$ cat src/rtl/cpu_defs.sv
// Shared CPU definitions: memory access sizes, MEM-stage FSM states and
// the lane helpers used to build byte enables and store data.
package cpu_defs;

    localparam logic [1:0] MEM_SIZE_BYTE = 2'd0;
    localparam logic [1:0] MEM_SIZE_HALF = 2'd1;
    localparam logic [1:0] MEM_SIZE_WORD = 2'd2;

    localparam int DEFAULT_TIMEOUT = 255;

    typedef enum logic [1:0] {
        IDLE = 2'd0,
        BUSY = 2'd1,
        DONE = 2'd2
    } mas_state_t;

    // Little-endian byte enables; the reserved size behaves as a word.
    function automatic logic [3:0] lane_be(input logic [1:0] size, input logic [1:0] off);
        case (size)
            MEM_SIZE_BYTE: lane_be = 4'b0001 << off;
            MEM_SIZE_HALF: lane_be = 4'b0011 << off;
            default:       lane_be = 4'b1111;
        endcase
    endfunction

    function automatic logic [31:0] lane_rep(input logic [1:0] size, input logic [31:0] data);
        case (size)
            MEM_SIZE_BYTE: lane_rep = {4{data[7:0]}};
            MEM_SIZE_HALF: lane_rep = {2{data[15:0]}};
            default:       lane_rep = data;
        endcase
    endfunction

endpackage

$ cat src/rtl/load_align.sv
// Selects the addressed lane of a read word and sign/zero-extends it.
// Purely combinational so writeback forwarding can reuse it.
module load_align
    import cpu_defs::*;
(
    input  logic [31:0] rdata,
    input  logic [1:0]  lane,
    input  logic [1:0]  size,
    input  logic        is_unsigned,
    output logic [31:0] data
);

    logic [7:0]  byte_s;
    logic [15:0] half_s;

    // Lane select followed by extension according to size.
    always_comb begin
        byte_s = rdata[8*lane +: 8];
        half_s = lane[1] ? rdata[31:16] : rdata[15:0];
        case (size)
            MEM_SIZE_BYTE: data = {{24{byte_s[7] & ~is_unsigned}}, byte_s};
            MEM_SIZE_HALF: data = {{16{half_s[15] & ~is_unsigned}}, half_s};
            default:       data = rdata;
        endcase
    end

endmodule

$ cat src/rtl/mem_access_stage.sv
// MEM-stage data-memory controller: issues one req/ack bus transaction per
// aligned load/store, stalls the upstream pipe meanwhile, aligns load data.
module mem_access_stage
    import cpu_defs::*;
#(
    parameter int ADDR_W  = 32,
    parameter int TIMEOUT = DEFAULT_TIMEOUT
) (
    input  logic              clk,
    input  logic              rst,
    input  logic              in_valid,
    input  logic              mem_read,
    input  logic              mem_write,
    input  logic [1:0]        mem_size,
    input  logic              mem_unsigned,
    input  logic [ADDR_W-1:0] addr,
    input  logic [31:0]       wdata,
    output logic              dmem_req,
    output logic              dmem_we,
    output logic [ADDR_W-1:0] dmem_addr,
    output logic [3:0]        dmem_be,
    output logic [31:0]       dmem_wdata,
    input  logic              dmem_ack,
    input  logic [31:0]       dmem_rdata,
    output logic              stall,
    output logic              out_valid,
    output logic [31:0]       load_data,
    output logic              addr_err,
    output logic              bus_err
);

    localparam logic [7:0] TO_LAST_C = 8'(TIMEOUT - 1);

    mas_state_t  state_r;
    logic [7:0]  cnt_r;
    logic [1:0]  size_r;
    logic [1:0]  lane_r;
    logic        unsigned_r;
    logic        load_r;
    logic        mem_op_s;
    logic        misalign_s;
    logic        issue_s;
    logic [31:0] aligned_s;

    load_align u_load_align (
        .rdata       (dmem_rdata),
        .lane        (lane_r),
        .size        (size_r),
        .is_unsigned (unsigned_r),
        .data        (aligned_s)
    );

    // Decode the EX/MEM instruction: memory op, misalignment, issue.
    always_comb begin
        mem_op_s = in_valid & (mem_read | mem_write);
        case (mem_size)
            MEM_SIZE_BYTE: misalign_s = 1'b0;
            MEM_SIZE_HALF: misalign_s = addr[0];
            default:       misalign_s = (addr[1:0] != 2'b00);
        endcase
        issue_s = (state_r == IDLE) & mem_op_s & ~misalign_s;
    end

    // Pipeline handshake outputs; forced low while reset is asserted.
    always_comb begin
        stall     = 1'b0;
        out_valid = 1'b0;
        addr_err  = 1'b0;
        if (!rst) begin
            stall     = 1'b0;
            out_valid = 1'b0;
            addr_err  = 1'b0;
        end else begin
            case (state_r)
                IDLE: begin
                    stall     = issue_s;
                    out_valid = in_valid & ~issue_s;
                    addr_err  = mem_op_s & misalign_s;
                end
                BUSY:    stall     = 1'b1;
                DONE:    out_valid = 1'b1;
                default: stall     = 1'b0;
            endcase
        end
    end

    // Transaction FSM with latched bus fields, load result and timeout.
    always_ff @(posedge clk or negedge rst) begin
        if (!rst) begin
            state_r    <= IDLE;
            cnt_r      <= 8'd0;
            size_r     <= 2'd0;
            lane_r     <= 2'd0;
            unsigned_r <= 1'b0;
            load_r     <= 1'b0;
            dmem_req   <= 1'b0;
            dmem_we    <= 1'b0;
            dmem_addr  <= '0;
            dmem_be    <= 4'd0;
            dmem_wdata <= 32'd0;
            load_data  <= 32'd0;
            bus_err    <= 1'b0;
        end else begin
            case (state_r)
                IDLE: begin
                    if (issue_s) begin
                        state_r    <= BUSY;
                        cnt_r      <= 8'd0;
                        size_r     <= mem_size;
                        lane_r     <= addr[1:0];
                        unsigned_r <= mem_unsigned;
                        // A simultaneous read+write is executed as a store.
                        load_r     <= mem_read & ~mem_write;
                        dmem_req   <= 1'b1;
                        dmem_we    <= mem_write;
                        dmem_addr  <= {addr[ADDR_W-1:2], 2'b00};
                        dmem_be    <= lane_be(mem_size, addr[1:0]);
                        dmem_wdata <= lane_rep(mem_size, wdata);
                    end else begin
                        state_r <= IDLE;
                    end
                end
                BUSY: begin
                    if (dmem_ack) begin
                        dmem_req <= 1'b0;
                        state_r  <= DONE;
                        if (load_r) begin
                            load_data <= aligned_s;
                        end else begin
                            load_data <= load_data;
                        end
                    end else if (cnt_r == TO_LAST_C) begin
                        dmem_req <= 1'b0;
                        bus_err  <= 1'b1;
                        state_r  <= DONE;
                    end else begin
                        cnt_r <= cnt_r + 8'd1;
                    end
                end
                DONE: begin
                    state_r <= IDLE;
                    bus_err <= 1'b0;
                end
                default: begin
                    state_r  <= IDLE;
                    dmem_req <= 1'b0;
                    bus_err  <= 1'b0;
                end
            endcase
        end
    end

endmodule

$ cat config.mk
export PLATFORM = sky130hd
export DESIGN_NAME = mem_access_stage
export DESIGN_NICKNAME = d
export VERILOG_FILES = /design/src/rtl/cpu_defs.sv /design/src/rtl/load_align.sv /design/src/rtl/mem_access_stage.sv
export SDC_FILE = /design/constraint.sdc
export NUM_CORES = 1
export LEC_CHECK = 0
export ABC_CLOCK_PERIOD_IN_PS = 1990
export BUFFER_PORTS_ARGS = -buffer_cell sky130_fd_sc_hd__buf_2
export CAP_MARGIN = 20
export CELL_PAD_IN_SITES_DETAIL_PLACEMENT = 1
export CELL_PAD_IN_SITES_GLOBAL_PLACEMENT = 2
export CORE_MARGIN = 2
export CORE_UTILIZATION = 28
export CTS_CLUSTER_DIAMETER = 60
export CTS_CLUSTER_SIZE = 40
export DETAILED_ROUTE_END_ITERATION = 16
export GPL_ROUTABILITY_DRIVEN = 0
export MAX_ROUTING_LAYER = met4
export PLACE_DENSITY_LB_ADDON = 0.1
export SKIP_LAST_GASP = 1
export SLEW_MARGIN = 20
export SYNTH_ARGS = -nofsm -noshare
export SYNTH_HDL_FRONTEND = slang
export SYNTH_SLANG_ARGS = --single-unit
$ cat constraint.sdc
create_clock -name clk -period 1.99 [get_ports clk]
set_input_delay 0.398 -clock clk [delete_from_list [all_inputs] [get_ports clk]]
set_output_delay 0.398 -clock clk [all_outputs]
set_load 0.05 [all_outputs]
==> metrics.md <==
| Metric | Value |
|---|---|
| Outcome | `finished, violations left` |
| Violated checks | `setup timing` |
| Final instance area | `7704 sq um` |
| Final routed DRC violation total | `0` |
| DRT antenna net count | `0` |
| DR WL met3 | `1.243 mm` |
| Max frequency | `460.0 MHz` |
| WL final | `about 19 mm` |
| Worst skew pair latency | `410 ps` |
| Final nets | `925` |
| Vias | `around 5,200` |
| Post-synth top flop | `dfrtp_1` |
| WL met2 | `9.804 mm` |
| Slowest library cell on the worst path | `dfrtp_1` |
| Initial antenna violation count | `3` |
| Crit path DAT | `1780 ps` |
| Largest net degree at the start of global routing | `58` |
| Syn Std Cell Area | `5503 sq um` |
| Layout cells sized above 1 | `0.3631` |
| Setup tns final | `-320.4 ps` |
| Req. time, crit path | `around 1600 ps` |
| Reg clk slew, reported paths | `about 60 ps` |
| Sw Ratio | `0.4676` |
| Sink Count | `117` |
| CTS tree | `built` |
| Setup ws final | `-183.8 ps` |
| Power, Total | `12.83 mW` |
| Static Leakage | `3.969 nW` |
| Drt first-iter violations | `178` |
| Clock Path Buffers | `2` |
| PD cells | `1666 nW/um^2` |
| Final Max Tran Viols | `0` |
| Clk_skew | `~6.5 ps` |
| Syn Area/Cell | `9.248 sq um` |
| Vias in the first global route | `5,660` |
| Post-synth EDFFs | `0` |
| Full die area | `between 20,000 and 25,000 sq um` |
| Critical path endpoint category | `output port` |
| CP cell instances | `nor3b_2 > and4_4 > nor2_4 > nor3b_4 > buf_6` |
| Clock Power Share | `0.256` |
| Post-synthesis sequential area ratio | `0.5321` |
| Top Layer Used | `met4` |
| Register bit total from synthesis | `roughly 120` |
| Worst setup SP type | `register` |
| Cell Int Power | `6.833 mW` |
| Synth unique cells | `48` |
| Initial Util | `0.2837` |
| Number of port buffers | `between 200 and 250` |
| Fin crit share | `1.092` |
| Gate power share | `0.451` |
| Chip Width | `144.2 um` |
| Dpl hpwl | `13.74 mm` |
| Core area | `19,400 sq um` |
| Root Buffer Master | `clkbuf_16` |
| Tot GR Track Use | `0.1924` |
| Peak supply drop | `0.6500 mV` |
| Grt ovf | `0` |
| Die extent in y | `144.2 um` |
| Worst Path Class, Setup | `register to output port` |
| First-pass GRT wire length | `29.88 mm` |
| Post-synthesis cell count | `595` |
| Syn-to-layout area delta | `40.00%` |
| Hold Crit Class | `input port to register` |
| Pre-CTS worst setup slack | `-53.66 ps` |
| Syn. warnings | `0` |
| Met1 WL | `a little under 8 mm` |
| Post-synth ARST share | `1.000` |
| NetSw | `6.000 mW` |
| H-tree depth | `4` |
| Largest stage delay on the critical path | `390 ps` |
| Measured slew at the worst slew-check pin | `763.1 ps` |
| # setup viols final | `2` |
| I/O pins | `211` |
| Crit-path max FO | `2` |
| Sequential fraction of design power | `0.293` |
| Slew HR | `0.4912` |
| Standard-cell rows | `slightly above 50` |
| Final worst path period need | `2174 ps` |
| DRT Pass-1 Iters | `4` |
| Num CTS Buffers | `17` |
| DR WL/cell | `17.48 um` |
| Via-to-Cell Ratio | `4.730` |
| RSZ-0062 raised after global routing | `yes` |
| Maxcap violations | `0` |
| Fin. Hold Viols | `0` |
| Placed Area | `6960 sq um` |
==> worst paths after layout <==
| path | slack (ps) | depth (start not counted) | start | end |
|---|---|---|---|---|
| worst max-delay path | -180 | 5 | state_r[0] | stall |
| worst min-delay path | 170 | 3 | addr[12] | dmem_addr[12] |
| worst max register to register | 50 | 6 | state_r[0] | dmem_wdata[24] |
| worst min register to register | 470 | 2 | dmem_addr[25] | dmem_addr[25] |
| max in group asynchronous | 1250 | 2 | rst | state_r[1] |
| min in group asynchronous | 200 | 2 | rst | dmem_addr[29] |
==> layout make-up <==
cell class | count | area [sq um]
multi-input cells | 433 | 2425
fillers | 2331 | 11700
clock buffers | 20 | 466.7
clock inverters | 10 | 153.9
repair buffers | 247 | 1383
flip-flops and latches | 117 | 2929
inverters | 2 | 7.507
well taps | 265 | 331.6
diodes | 3 | 7.507
==> power by group through the flow <==
| stage | logic, mW | registers (mW) | clock network [mW] |
|---|---|---|---|
| global route | 6.20 | 3.89 | 3.45 |
| detailed placement | 5.81 | 3.80 | 0 |
| floorplan | 1.46 | 6.52 | 0 |
| finish | 5.79 | 3.76 | 3.28 |
| CTS | 5.86 | 3.78 | 3.36 |
| global placement | 5.72 | 3.76 | 0 |
==> logic make-up after synthesis <==
logic type               share of synthesized area
AO/OA/AOI/OAI                               0.1364
XOR/XNOR                                  0.004776
adder cells (fa/ha/maj)                   0.004547
buffers and inverters                      0.03956
flip-flops                                  0.5321
multiplexers                               0.06003
other                                    0.0006815
AND/OR/NAND/NOR                             0.2219
==> cell usage after synthesis, types with 3 or more instances <==
cell type	count	share of area
a21oi_1	37	0.034
a221o_1	15	0.027
and3_1	10	0.011
buf_2	18	0.016
clkbuf_1	21	0.014
dfrtp_1	117	0.53
mux2i_1	33	0.060
nand2_1	184	0.13
nand3_1	7	0.0064
nor2_1	30	0.020
nor2b_1	9	0.010
nor3_1	14	0.013
nor3b_1	3	0.0041
o211ai_1	6	0.0082
o21ai_0	34	0.031
o21ai_2	8	0.013
o32ai_1	7	0.011
==> routing by layer <==
layer | vias to the layer above | GRT usage
met1 | 2552 | 0.2221
met5 | - | -
met2 | 142 | 0.3266
li1 | 2476 | -
met4 | 0 | 0.05774
met3 | 19 | 0.05563
==> cells in the final DEF, fill, tap and decap left out, types with 15 or more instances in the layout <==
master     instances
buf_4             33
mux2i_1           33
nor2_1            28
a21oi_1           37
nand2_1          183
dfrtp_1          116
buf_2            205
a221o_1           15
o21ai_0           33
clkbuf_16         17
==> repair_timing <==
item	4_1_cts	5_1_grt
setup buffers	4	3
pin swaps	5	3
cloned	0	1
endpoints found under the hold margin	5	0
gates resized for setup	11	5
setup endpoints to repair	3	17
hold buffers	1	0
==> critical path: cells and delay by family (launching register included) <==
| kind | cells | cell delay (ps) |
|---|---|---|
| simple gates | 4 | 780 |
| flops | 1 | 390 |
| buf+inv | 1 | 190 |
==> per-stage QoR <==
stage,util,hold WS (ps),cells
2_1_floorplan,-,102.4,596
3_3_place_gp,0.3588,235.6,1056
3_5_place_dp,0.3588,234.1,1056
4_1_cts,0.3947,154.8,1091
5_1_grt,0.3971,173.8,1097
6_report,0.3971,173.8,1097
==> state kept, by name (all words and copies together) (netlist names), 2 cells and up <==
name / cells
lane_r: 2
dmem_wdata: 32
size_r: 2
load_data: 32
state_r: 2
dmem_addr: 30
cnt_r: 8
dmem_be: 4
(Power assumes the default switching activity.)
